### src/rtl/cnn_stream_sink.sv
// Stream sink for the cnn_top output: buffers words in a FIFO, back-pressures
// the producer early enough to absorb in-flight words, and serves an Avalon-MM host.
module cnn_stream_sink #(
   parameter int DATA_WIDTH = 32,
   parameter int DEPTH      = 16,
   parameter int SKID       = 2
) (
   input  logic                  clock,
   input  logic                  reset,
   input  logic [DATA_WIDTH-1:0] in_data,
   input  logic                  in_valid,
   output logic                  stall_out,
   input  logic [1:0]            avs_address,
   input  logic                  avs_read,
   input  logic                  avs_write,
   input  logic [31:0]           avs_writedata,
   output logic [31:0]           avs_readdata,
   output logic                  avs_readdatavalid
);

   localparam int AW = $clog2(DEPTH);
   localparam int CW = AW + 1;
   localparam logic [CW-1:0] FULL_CNT  = CW'(DEPTH);
   localparam logic [CW-1:0] STALL_CNT = CW'(DEPTH - SKID);

   logic [DATA_WIDTH-1:0] mem_q [DEPTH];
   logic [AW-1:0]         wr_ptr_q, wr_ptr_d, rd_ptr_q, rd_ptr_d;
   logic [CW-1:0]         count_q, count_d;
   logic                  ovf_q, ovf_d, udf_q, udf_d;
   logic [15:0]           drop_q, drop_d;
   logic                  stall_q, stall_d;
   logic [31:0]           rdata_q, rdata_d;
   logic                  rvalid_q, rvalid_d;

   logic rd_data, wr_ctrl, clr, flush, empty, full, pop, push, drop;
   logic unused_wd;

   assign unused_wd = ^avs_writedata[31:2];

   always_comb begin
      rd_data = avs_read && (avs_address == 2'd0);
      wr_ctrl = avs_write && (avs_address == 2'd3);
      clr     = wr_ctrl && avs_writedata[0];
      flush   = wr_ctrl && avs_writedata[1];
      empty   = (count_q == '0);
      full    = (count_q == FULL_CNT);
      pop     = rd_data && !empty;
      // a same-cycle pop frees the slot, so a full FIFO still accepts the word
      push    = in_valid && !flush && (!full || pop);
      drop    = in_valid && !flush && full && !pop;

      wr_ptr_d = wr_ptr_q;
      rd_ptr_d = rd_ptr_q;
      count_d  = count_q + CW'(push) - CW'(pop);
      if (push) wr_ptr_d = wr_ptr_q + 1'b1;
      if (pop)  rd_ptr_d = rd_ptr_q + 1'b1;
      if (flush) begin
         wr_ptr_d = '0;
         rd_ptr_d = '0;
         count_d  = '0;
      end

      // clear applies first so an event in the same cycle is still recorded
      ovf_d  = clr ? 1'b0 : ovf_q;
      udf_d  = clr ? 1'b0 : udf_q;
      drop_d = clr ? 16'h0 : drop_q;
      if (drop) begin
         ovf_d = 1'b1;
         if (drop_d != 16'hFFFF) drop_d = drop_d + 16'h1;
      end
      if (rd_data && empty) udf_d = 1'b1;

      stall_d  = (count_d >= STALL_CNT);

      rvalid_d = avs_read;
      rdata_d  = rdata_q;
      if (avs_read) begin
         case (avs_address)
            2'd0:    rdata_d = empty ? 32'h0 : 32'(mem_q[rd_ptr_q]);
            2'd1:    rdata_d = {ovf_q, udf_q, 11'h0, stall_q, full, empty, 16'(count_q)};
            2'd2:    rdata_d = {16'h0, drop_q};
            default: rdata_d = 32'h0;
         endcase
      end
   end

   always_ff @(posedge clock) begin
      if (push) mem_q[wr_ptr_q] <= in_data;
   end

   always_ff @(posedge clock or posedge reset) begin
      if (reset) begin
         wr_ptr_q <= '0;
         rd_ptr_q <= '0;
         count_q  <= '0;
         ovf_q    <= 1'b0;
         udf_q    <= 1'b0;
         drop_q   <= 16'h0;
         stall_q  <= 1'b1;
         rdata_q  <= 32'h0;
         rvalid_q <= 1'b0;
      end else begin
         wr_ptr_q <= wr_ptr_d;
         rd_ptr_q <= rd_ptr_d;
         count_q  <= count_d;
         ovf_q    <= ovf_d;
         udf_q    <= udf_d;
         drop_q   <= drop_d;
         stall_q  <= stall_d;
         rdata_q  <= rdata_d;
         rvalid_q <= rvalid_d;
      end
   end

   assign stall_out         = stall_q;
   assign avs_readdata      = rdata_q;
   assign avs_readdatavalid = rvalid_q;

endmodule

### config.mk
export PLATFORM = sky130hd
export DESIGN_NAME = cnn_stream_sink
export DESIGN_NICKNAME = d
export VERILOG_FILES = /design/src/rtl/cnn_stream_sink.sv
export SDC_FILE = /design/constraint.sdc
export NUM_CORES = 1
export LEC_CHECK = 0
export CORE_MARGIN = 2
export CORE_UTILIZATION = 49
export CTS_CLUSTER_DIAMETER = 100
export DETAILED_ROUTE_END_ITERATION = 6
export GPL_ROUTABILITY_DRIVEN = 0
export PLACE_DENSITY = 0.76
export RECOVER_POWER = 25
export REMOVE_ABC_BUFFERS = 1
export SYNTH_ARGS = -nofsm -noshare
export SYNTH_HDL_FRONTEND = slang
export SYNTH_SLANG_ARGS = --single-unit
### constraint.sdc
create_clock -name clock -period 3.7 [get_ports clock]
set_input_delay 0.925 -clock clock [delete_from_list [all_inputs] [get_ports clock]]
set_output_delay 0.925 -clock clock [all_outputs]
set_load 0.02 [all_outputs]
-- Word-level counts from Yosys, hierarchy flattened
Memories as Yosys holds them, arrays and structs flattened.
Index checks and enable logic that the tools add are counted.
- add/sub/neg operators: 5
- multiply operators: 0
- divide/modulo/power cells: 0
- order comparisons: 1
- equal/unequal tests: 5
- shifts and indexed selects: 0
- muxes and demuxes: 15
- bitwise operators: 0
- reduce and logical (&&, ||, !) cells: 21
- operators by type and width (kind ; number):
    case mux 32 bit (3 select lines) ; 1
    two-way mux 16 bit ; 3
    two-way mux 32 bit ; 1
    adder 16 x 1 -> 16 bit, second input constant ; 1
    two-way mux 4 bit ; 4
    != test 16 bit, second input constant ; 1
    logical AND 1 bit ; 10
    adder 4 x 1 -> 4 bit, second input constant ; 2
    nonzero test 2 bit ; 4
    adder 5 x 1 -> 5 bit ; 1
    equality test 5 bit, second input constant ; 1
    >= comparator 5 x 4 -> 1 bit, second input constant ; 1
    logical NOT 5 bit ; 1
    two-way mux 1 bit ; 5
    two-way mux 5 bit ; 1
    subtractor 5 x 1 -> 5 bit ; 1
    equality test 2 bit, second input constant ; 2
    logical NOT 1 bit ; 4
    equality test 2 x 1 -> 1 bit, second input constant ; 1
    logical NOT 2 bit ; 1
    logical OR 1 bit ; 1
- register bits after elaboration: 65
- latch bits: 0
- RAM bits: 512
- bits in read-only memories: 0
- bits of input ports: 71
- output and inout bits: 34
- word-level logic and storage cells: 57
- memories: 1
- memories (memory ; depth ; width ; read ports ; clocked after Yosys merged registers in ; write ports ; line ; text):
    mem_q ; 16 ; 32 ; 1 ; 0 ; 1 ; 26 ; logic [DATA_WIDTH-1:0] mem_q [DEPTH];

-- Depth between registers and ports, before layout
Gate-level depths: netlist of run 1.
- depth after elaboration: 10
- depth in mapped cells: 16
- gate-level depth less buffers: 15

-- Worst setup path before layout of run 1
OpenSTA, ideal clock, no wires.
- kind: input to register
- start: input port avs_address[1]
- end: register stall_q (netlist: stall_out)
- setup time: 0.079 ns
- arrival: 3.722 ns
- data required time: 3.621 ns
- setup slack: -0.101 ns
- stages: 13
- path buffers: 2
- path through: or3b_1 buf_6 or2_2 inv_1 buf_1 ha_1 inv_1 ha_1 inv_1 fa_1 xor2_1 or4_1 o21ai_0
- longest elaborated chain between the ends: 10
- elaborated cells between the ends (all ways): 14
- ends and longest elaborated chain (element ; line ; text):
    from (decl) ; 13 ; input logic [1:0] avs_address,
    equality test 2 bit ; 42 ; wr_ctrl = avs_write && (avs_address == 2'd3);
    logical AND 1 bit ; 42 ;
    logical AND 1 bit ; 44 ; flush = wr_ctrl && avs_writedata[1];
    logical NOT 1 bit ; 49 ; push = in_valid && !flush && (!full || pop);
    logical AND 1 bit (2 in series) ; 49 ;
    adder 5 x 1 -> 5 bit ; 54 ; count_d = count_q + CW'(push) - CW'(pop);
    subtractor 5 x 1 -> 5 bit ; 54 ;
    two-way mux 5 bit * ; 57 ; if (flush) begin
    >= comparator 5 x 4 -> 1 bit * ; 73 ; stall_d = (count_d >= STALL_CNT);
    via stall_d ; 31 ; logic stall_q, stall_d;
    to (signal assigned) ; 109 ; stall_q <= stall_d;
    to (decl) ; 31 ;
Mark *: on every way through the listed nets, which the timed path passes. The rest lies on a longest branch.
A chain may end at the register's enable or synchronous reset.

-- Final worst setup path of run 1
- start: input port avs_read
- end: register stall_q (netlist: stall_out)
- longest elaborated chain between the ends: 8
- ends and longest elaborated chain (element ; line ; text):
    from (decl) ; 14 ; input logic avs_read,
    logical AND 1 bit * ; 41 ; rd_data = avs_read && (avs_address == 2'd0);
    logical AND 1 bit * ; 47 ; pop = rd_data && !empty;
    logical OR 1 bit ; 49 ;
    logical AND 1 bit ; 49 ;
    adder 5 x 1 -> 5 bit ; 54 ;
    subtractor 5 x 1 -> 5 bit * ; 54 ;
    two-way mux 5 bit * ; 57 ;
    >= comparator 5 x 4 -> 1 bit * ; 73 ;
    via stall_d ; 31 ;
Marked as above.

==> run summary, run 1 <==
- 68.2% — portion of synthesized cell area occupied by the leading cell type
- 72400 um — global-route wire length before repair
- 674 nW/um^2 — Power Density
- 1396 — Starting DRT DRC Count
- 1320 — number of nets in the layout
- 11.5k — via count of the first global-routing pass
- 55 — number of buffers inserted during clock tree synthesis
- 17.2% — layout overhead on the synthesized area
- sky130_fd_sc_hd__edfxtp_1 — Primary FF master, synth
- 0 — post-cts hold buffer count
- 2.14 ns — worst-margin pin slew
- 577 — Sinks on Clock Net
- DRC, capacitance limit, slew limit — failing checks
- 1095 — number of cells produced by synthesis
- 4 — number of buffers and inverters on the critical path
- 0.06 ns — CTS clock-pin slew for the worst setup and hold paths
- 0 — total grt overflow
- 9 — DRC
- sky130_fd_sc_hd__edfxtp_1 — largest area contributor in the synthesized netlist
- 5240 sq um — multi-input combinational cell area
- 20.8% — total global routing track utilization
- register to register — worst hold path type
- 20.6 sq um — synthesized area per cell
- input port — nature of the critical path startpoint
- 218 um — die extent in y
- 0 — final hold vios
- ovf_q$_DFFE_PP0P_ — hold-critical path endpoint
- 0 — post-cts resize count
- 0.000446 V — Max rail drop VDD
- 49.6% — initial core utilization
- 58.2% — fraction of the core area covered by cells at the end of the flow
- stall_out$_DFF_PP1_ — critical register-to-register path endpoint
- 2 — number of levels the H-tree was split into
- 35 — final slew viol count
- 512 — Post-synth EDFFs
- 48700 um — final WL
- 3243 — count of fill cells added during filler insertion
- 22500 sq um — post-synthesis instance area
- sky130_fd_sc_hd__edfxtp_1 68%, sky130_fd_sc_hd__mux4_2 14%, sky130_fd_sc_hd__dfrtp_1 7.1%, sky130_fd_sc_hd__mux2i_1 1.1%, sky130_fd_sc_hd__ha_1 0.67% — top cells by area, synth
- sky130_fd_sc_hd__clkdlybuf4s50_1 — crit path max-delay cell type
- ovf_q$_DFFE_PP0P_ — Hold Startpoint
- 1 — maxcap violations
- complete, but fails checks — status
- 0 — Final setup viols
- 0.0217 ns — clk_skew
- 0 — Antenna Cells
- 281 MHz — maximum clock rate
- adder cells — cell family contributing the most delay on the critical path
- 78 — floorplan row count
- input port to register — Crit Path Category
- 11.3k — number of vias in the routed layout
- 105 — Top-Level Pins
- 0 — Setup Fix Bufs, Post-CTS
- 28300 um — post-detailed-placement half-perimeter wirelength
- 0.47 ns — reg2reg setup slack
- 2 — depth of the worst hold-timing path
- 17000 sq um — sequential cell area
- 4.20 ns — data required time at the worst endpoint
- register — CP endpoint kind
- 0 — yosys synthesis warning count
- 3 — critical path peak fanout
- 25.9 um — average detailed-routed wire length per instance
- 0 — Final ANT Viol Nets
- 0.60 ns — Clk Latency, worst-skew pair
- 3.55 ns — Period minus WS final
- 52 — number of distinct standard cells referenced by the synthesized netlist
- 74 — count of buffers from port buffering
- 8.56 nW — Leakage Power
- 577 — flops & latches, synth
- 75.5% — sequential element share of the synthesized area
- clkdlybuf4s50_1, or3b_1, a211oi_1, inv_1, ha_1, inv_1, ha_1, inv_1, fa_1, xor2_1, or4_1, o21ai_0 — worst-path cell chain
- -43.7% — headroom to the max-slew limit
- 13 — path depth of the worst reg2reg path
- 4.05 ns — arrival time reported for the critical path endpoint
- 4 — initial antenna violation count
- 0 ns — Total Neg Setup Slack
- 24.9% — proportion of layout cells with a drive suffix above 1
- 53 — maximum number of pins on one net before global-route repair
- sky130_fd_sc_hd__edfxtp_1 — top-count cell post-synth
- 96.0% — Tcrit/Tclk final
- sky130_fd_sc_hd__inv_1 — Most common cell on crit path
- 45400 sq um — Placeable Area
- done — clock tree from TritonCTS
- 6.00 — Via density
- 7 — 1st-pass router iterations
- 0.58 ns — peak per-stage delay on the critical path
- count_q[2]$_DFF_PP0_ — startpoint of the most critical register-to-register path
- sky130_fd_sc_hd__clkbuf_16 — Clk Tree Root Cell
- 512 x sky130_fd_sc_hd__edfxtp_1, 136 x sky130_fd_sc_hd__mux4_2, 64 x sky130_fd_sc_hd__dfrtp_1, 33 x sky130_fd_sc_hd__nor2_1, 32 x sky130_fd_sc_hd__nand2_1 — leading cell types by count after synthesis
- 11.3% — proportion of synthesized flip-flops having asynchronous set or reset
- 218 um — die boundary width
- false — setup repair after global routing missed its margin
- 3 — Bufs on Longest Clock Path
- 47700 sq um — area of the die
- 17.8 mW — Pwr Total
-- cell type report --
cell class / instances / area share, %
timing repair buffer: 140 / 5.95
clock buffer: 80 / 5.88
tap: 600 / 2.84
sequential: 577 / 64.4
clock inverter: 23 / 0.801
multi-input combinational: 444 / 19.8
inverter: 18 / 0.261
-- worst max-delay path by stage --
stage | startpoint | to | slack (ns) | cells past startpoint
2_1_floorplan | rd_ptr_q[0]$_DFFE_PP0P_ | avs_readdata[14]$_DFFE_PP0P_ | -2.56 | 5
3_3_place_gp | avs_read | stall_out$_DFF_PP1_ | -0.36 | 12
3_5_place_dp | avs_read | stall_out$_DFF_PP1_ | -0.41 | 12
4_1_cts | avs_read | stall_out$_DFF_PP1_ | 0.18 | 12
5_1_grt | avs_read | stall_out$_DFF_PP1_ | 0.04 | 12
6_report | avs_read | stall_out$_DFF_PP1_ | 0.15 | 12
-- worst reg2reg max path, delay by kind of cell (launching register included) --
family | cells | cell delay (ns)
XOR/XNOR | 1 | 0.19
adder cells (fa/ha/maj) | 4 | 1.08
AND/OR/NAND/NOR | 2 | 0.70
buffers and inverters | 4 | 0.33
flip-flops | 1 | 0.41
AO/OA/AOI/OAI | 2 | 0.45
-- routing by layer --
layer	track usage, %	vias up	wire length, um
li1	-	4776	-
met1	28.7	5936	19400
met2	34.1	495	24500
met3	4.12	76	3880
met4	5.65	6	855
met5	0	-	41
-- report_power, final --
part	total (mW)	internal (mW)	switching, mW
combinational	4.09	2.07	2.02
sequential	8.27	7.78	0.495
clock	5.43	3.12	2.31
-- cell usage in the layout (no fill, tap or decap), drive strengths merged, types with 4 or more instances in the layout --
cell           Yosys  layout
edfxtp           512     512
mux4             136     136
clkbuf            26      81
buf               30      65
dfrtp             64      64
clkdlybuf4s50      0      54
nor2              33      33
nand2             32      32
a21oi             25      25
mux2i             24      24
and2              21      21
o21ai             20      20
dlygate4sd3        0      20
clkinv             0      19
inv               18      17
a211oi            17      17
xnor2             12      12
mux2              12      12
nor2b             12      12
ha                12      12
a22o              11      11
a222oi            10      10
xor2               7       7
nand3              7       7
a221oi             6       6
nand4              6       6
o31ai              4       4
or2                4       4
nor3               4       4
or4                4       4
-- stage by stage --
stage	hold WS (ns)	setup slack, ns	area, sq um	instances
floorplan	0.447	-2.56	22300	1039
global route	0.524	0.0399	26400	1882
CTS	0.506	0.177	26400	1882
detailed placement	0.492	-0.409	24600	1779
global placement	0.467	-0.362	24600	1779
finish	0.496	0.147	26400	1882
-- flip-flops by register name (all words and copies together), names as in the netlist, 4 cells and up --
register / cells
avs_readdata: 32
count_q: 5
drop_q: 16
mem_q: 512
rd_ptr_q: 4
wr_ptr_q: 4
-- logic make-up (layout without fill, tap and decap cells) --
family	count (synthesis)	after routing	share of synthesized area [%]
muxes	172	172	15.3
buffers and inverters	74	261	1.37
and+or+nand+nor	138	138	3.27
DFF	577	577	75.5
AOI/OAI and AO/OA	102	102	3.14
xor gates and xnor gates	19	19	0.739
adders and majority gates	13	13	0.755
Note: power is estimated with default switching activity, not from simulation.
==> run 2, diff against run 1 <==
--- a/config.mk
+++ b/config.mk
@@ -7,9 +7,9 @@
 export LEC_CHECK = 0
 export CORE_MARGIN = 2
-export CORE_UTILIZATION = 49
+export CORE_UTILIZATION = 60
 export CTS_CLUSTER_DIAMETER = 100
 export DETAILED_ROUTE_END_ITERATION = 6
 export GPL_ROUTABILITY_DRIVEN = 0
-export PLACE_DENSITY = 0.76
+export PLACE_DENSITY = 0.88
 export RECOVER_POWER = 25
 export REMOVE_ABC_BUFFERS = 1
==> constraint.sdc (replaced) <==
create_clock -name clock -period 3.7 [get_ports clock]
set_input_delay 0.74 -clock clock [delete_from_list [all_inputs] [get_ports clock]]
set_output_delay 0.74 -clock clock [all_outputs]
set_load 0.02 [all_outputs]
==> run summary, run 2 (same netlist as run 1, synthesis figures left out) <==
- finished clean — status
- 31.4 um — average detailed-routed wire length per instance, +21%
- 74 — count of buffers from port buffering, unchanged
- 299 MHz — maximum clock rate, +6.3%
- 0 — Final ANT Viol Nets, unchanged
- input port to register — Crit Path Category
- 0 — final slew viol count, -100%
- 0.000616 V — Max rail drop VDD, +38%
- 6.88 — Via density, +15%
- sky130_fd_sc_hd__edfxtp_1 — most common cell after layout, fill and taps aside
- 54 — number of buffers inserted during clock tree synthesis, -1.8%
- 512 x sky130_fd_sc_hd__edfxtp_1, 136 x sky130_fd_sc_hd__mux4_2, 60 x sky130_fd_sc_hd__dfrtp_1 — most used cells in the layout excluding fill and tap cells
- 81300 um — global-route wire length before repair, +12%
- 29600 um — post-detailed-placement half-perimeter wirelength, +4.4%
- 71.1% — fraction of the core area covered by cells at the end of the flow, +13 points
- 13.1 mW — cell-internal power, +0.86%
- -0.197 ns — Setup Slack @ Placement, +0.213 ns
- 24.7% — proportion of layout cells with a drive suffix above 1, -0.16 points
- 36800 sq um — Placeable Area, -19%
- 1315 — number of nets in the layout, -0.38%
- 0.61 ns — Clk Latency, worst-skew pair, about the same
- 0 — maxcap violations, -1
- 45.7% — Reg power frac, -0.8 points
- 1.42 ns — worst-margin pin slew, -0.722 ns
- 16.0% — layout overhead on the synthesized area
- mem_q — most flop-heavy register
- 61.2% — initial core utilization, +12 points
- 1643 — count of placed standard cells including taps, -7.6%
- 0.0267 ns — clk_skew, +0.00494 ns
- input port — nature of the critical path startpoint
- 5.12 mW — switching power summed over all nets, +6.1%
- false — setup repair after global routing missed its margin
- 5.15% — headroom to the max-slew limit, +49 points
- 8.53 nW — Leakage Power, -0.39%
- clkdlybuf4s50_1, or3b_1, a211oi_1, inv_1, ha_1, inv_1, ha_1, inv_1, fa_1, xor2_1, or4_1, o21ai_0 — worst-path cell chain
- 0 — post-cts hold buffer count, unchanged
- 54800 um — final WL, +13%
- 90.3% — Tcrit/Tclk final, -5.7 points
- 4 — number of buffers and inverters on the critical path, unchanged
- register to register — worst hold path type
- register — CP endpoint kind
- 26100 sq um — post-route design area, -1.0%
- 3.86 ns — arrival time reported for the critical path endpoint, -0.19 ns
- 198 um — die boundary width, -9.5%
- 105 — Top-Level Pins, unchanged
- 12.0k — number of vias in the routed layout, +6.4%
- sky130_fd_sc_hd__clkbuf_16 — Clk Tree Root Cell
- 2 — number of levels the H-tree was split into, unchanged
- adder cells — cell family contributing the most delay on the critical path
- 1745 — Layout Cells excl Fill, -7.3%
- done — clock tree from TritonCTS
- 577 — Sinks on Clock Net, unchanged
- 4.22 ns — data required time at the worst endpoint, +0.02 ns
- 0.359 ns — crit path setup slack, layout, +0.212 ns
- 3 — Bufs on Longest Clock Path, unchanged
- 23.8% — power share of the combinational group, +0.8 points
- 6 — 1st-pass router iterations, -1
- 29.3% — total global routing track utilization, +8.5 points
- 0 — DRC, -9
- 5 — initial antenna violation count, +1
- 0 — total grt overflow, unchanged
- 0 — final hold vios, unchanged
- 39100 sq um — area of the die, -18%
- 70 — floorplan row count, -10%
- 0.48 ns — peak per-stage delay on the critical path, -0.10 ns
- 28.1% — switching power share of the total, +1.0 points
- 0 — Final setup viols, unchanged
- 1671 — Starting DRT DRC Count, +20%
- 696 nW/um^2 — Power Density, +3.3%
- sky130_fd_sc_hd__inv_1 — Most common cell on crit path
- sky130_fd_sc_hd__clkdlybuf4s50_1 — crit path max-delay cell type
- 0.07 ns — CTS clock-pin slew for the worst setup and hold paths, about the same
- 5 — critical path peak fanout, +2
- 57 — maximum number of pins on one net before global-route repair, +7.5%
- 1999 — count of fill cells added during filler insertion, -38%
- 198 um — die extent in y, -9.5%
- 512 — Largest register FFs, unchanged
- 3.34 ns — Period minus WS final, -0.212 ns
- 24400 sq um — Cell Area, Placed, -1.1%
- 30.5% — clock network power share, about the same
- 0 — post-cts resize count, unchanged
- 12.3k — via count of the first global-routing pass, +6.8%
- 0 — Setup Fix Bufs, Post-CTS, unchanged
[run 2: final timing paths]
check / from / endpoint / slack, ns / cells after the start
worst max register to register: count_q[2]$_DFF_PP0_ / stall_out$_DFF_PP1_ / 0.48 / 13
max in group asynchronous: reset / avs_readdata[22]$_DFFE_PP0P_ / 1.65 / 3
worst min register to register: ovf_q$_DFFE_PP0P_ / ovf_q$_DFFE_PP0P_ / 0.51 / 2
worst min-delay path: ovf_q$_DFFE_PP0P_ / ovf_q$_DFFE_PP0P_ / 0.51 / 2
min in group asynchronous: reset / drop_q[0]$_DFF_PP0_ / 0.99 / 2
worst max-delay path: avs_read / stall_out$_DFF_PP1_ / 0.36 / 12
[run 2: layout make-up]
cell class                      count  area (sq um)  share of cell area [%]
Sequential cell                   577         17000                    65.1
Multi-Input combinational cell    444          5240                    20.0
Timing Repair Buffer              136          1480                    5.65
Clock buffer                       68          1450                    5.53
Tap cell                          468           586                    2.24
Clock inverter                     31           303                    1.16
Inverter                           18          67.6                   0.258
Antenna cell                        3          7.51                  0.0287
[run 2: per-layer routing]
layer	vias to the layer above	part of all wire, %	global-route usage, %
met2	874	51	49.1
met1	6206	35	39.2
met3	153	10	5.14
li1	4772	-	-
met5	-	0.051	0
met4	4	3.6	11.1
[run 2: worst register-to-register path, delay by kind of cell (launching register included)]
family,cells,cell delay [ns]
adders and majority gates,4,1.10
and+or+nand+nor,2,0.67
AOI/OAI and AO/OA,2,0.45
DFF,1,0.40
buffers and inverters,4,0.33
xor gates and xnor gates,1,0.19
[run 2: per-stage QoR]
| stage | hold WS [ns] | setup TNS (ns) | power [mW] |
|---|---|---|---|
| floorplan | 0.447 | -82.62 | 11.0 |
| global placement | 0.476 | -0.120 | 12.4 |
| detailed placement | 0.488 | -0.257 | 12.6 |
| CTS | 0.504 | 0 | 18.3 |
| global route | 0.539 | 0 | 18.8 |
| finish | 0.509 | 0 | 18.2 |
[run 2: power by group through the flow]
stage               sequential [mW]  combinational [mW]  clock (mW)
floorplan                      8.63                2.40           0
global placement               8.36                4.05           0
detailed placement             8.43                4.21           0
CTS                            8.33                4.34        5.59
global route                   8.38                4.57        5.82
finish                         8.32                4.33        5.54
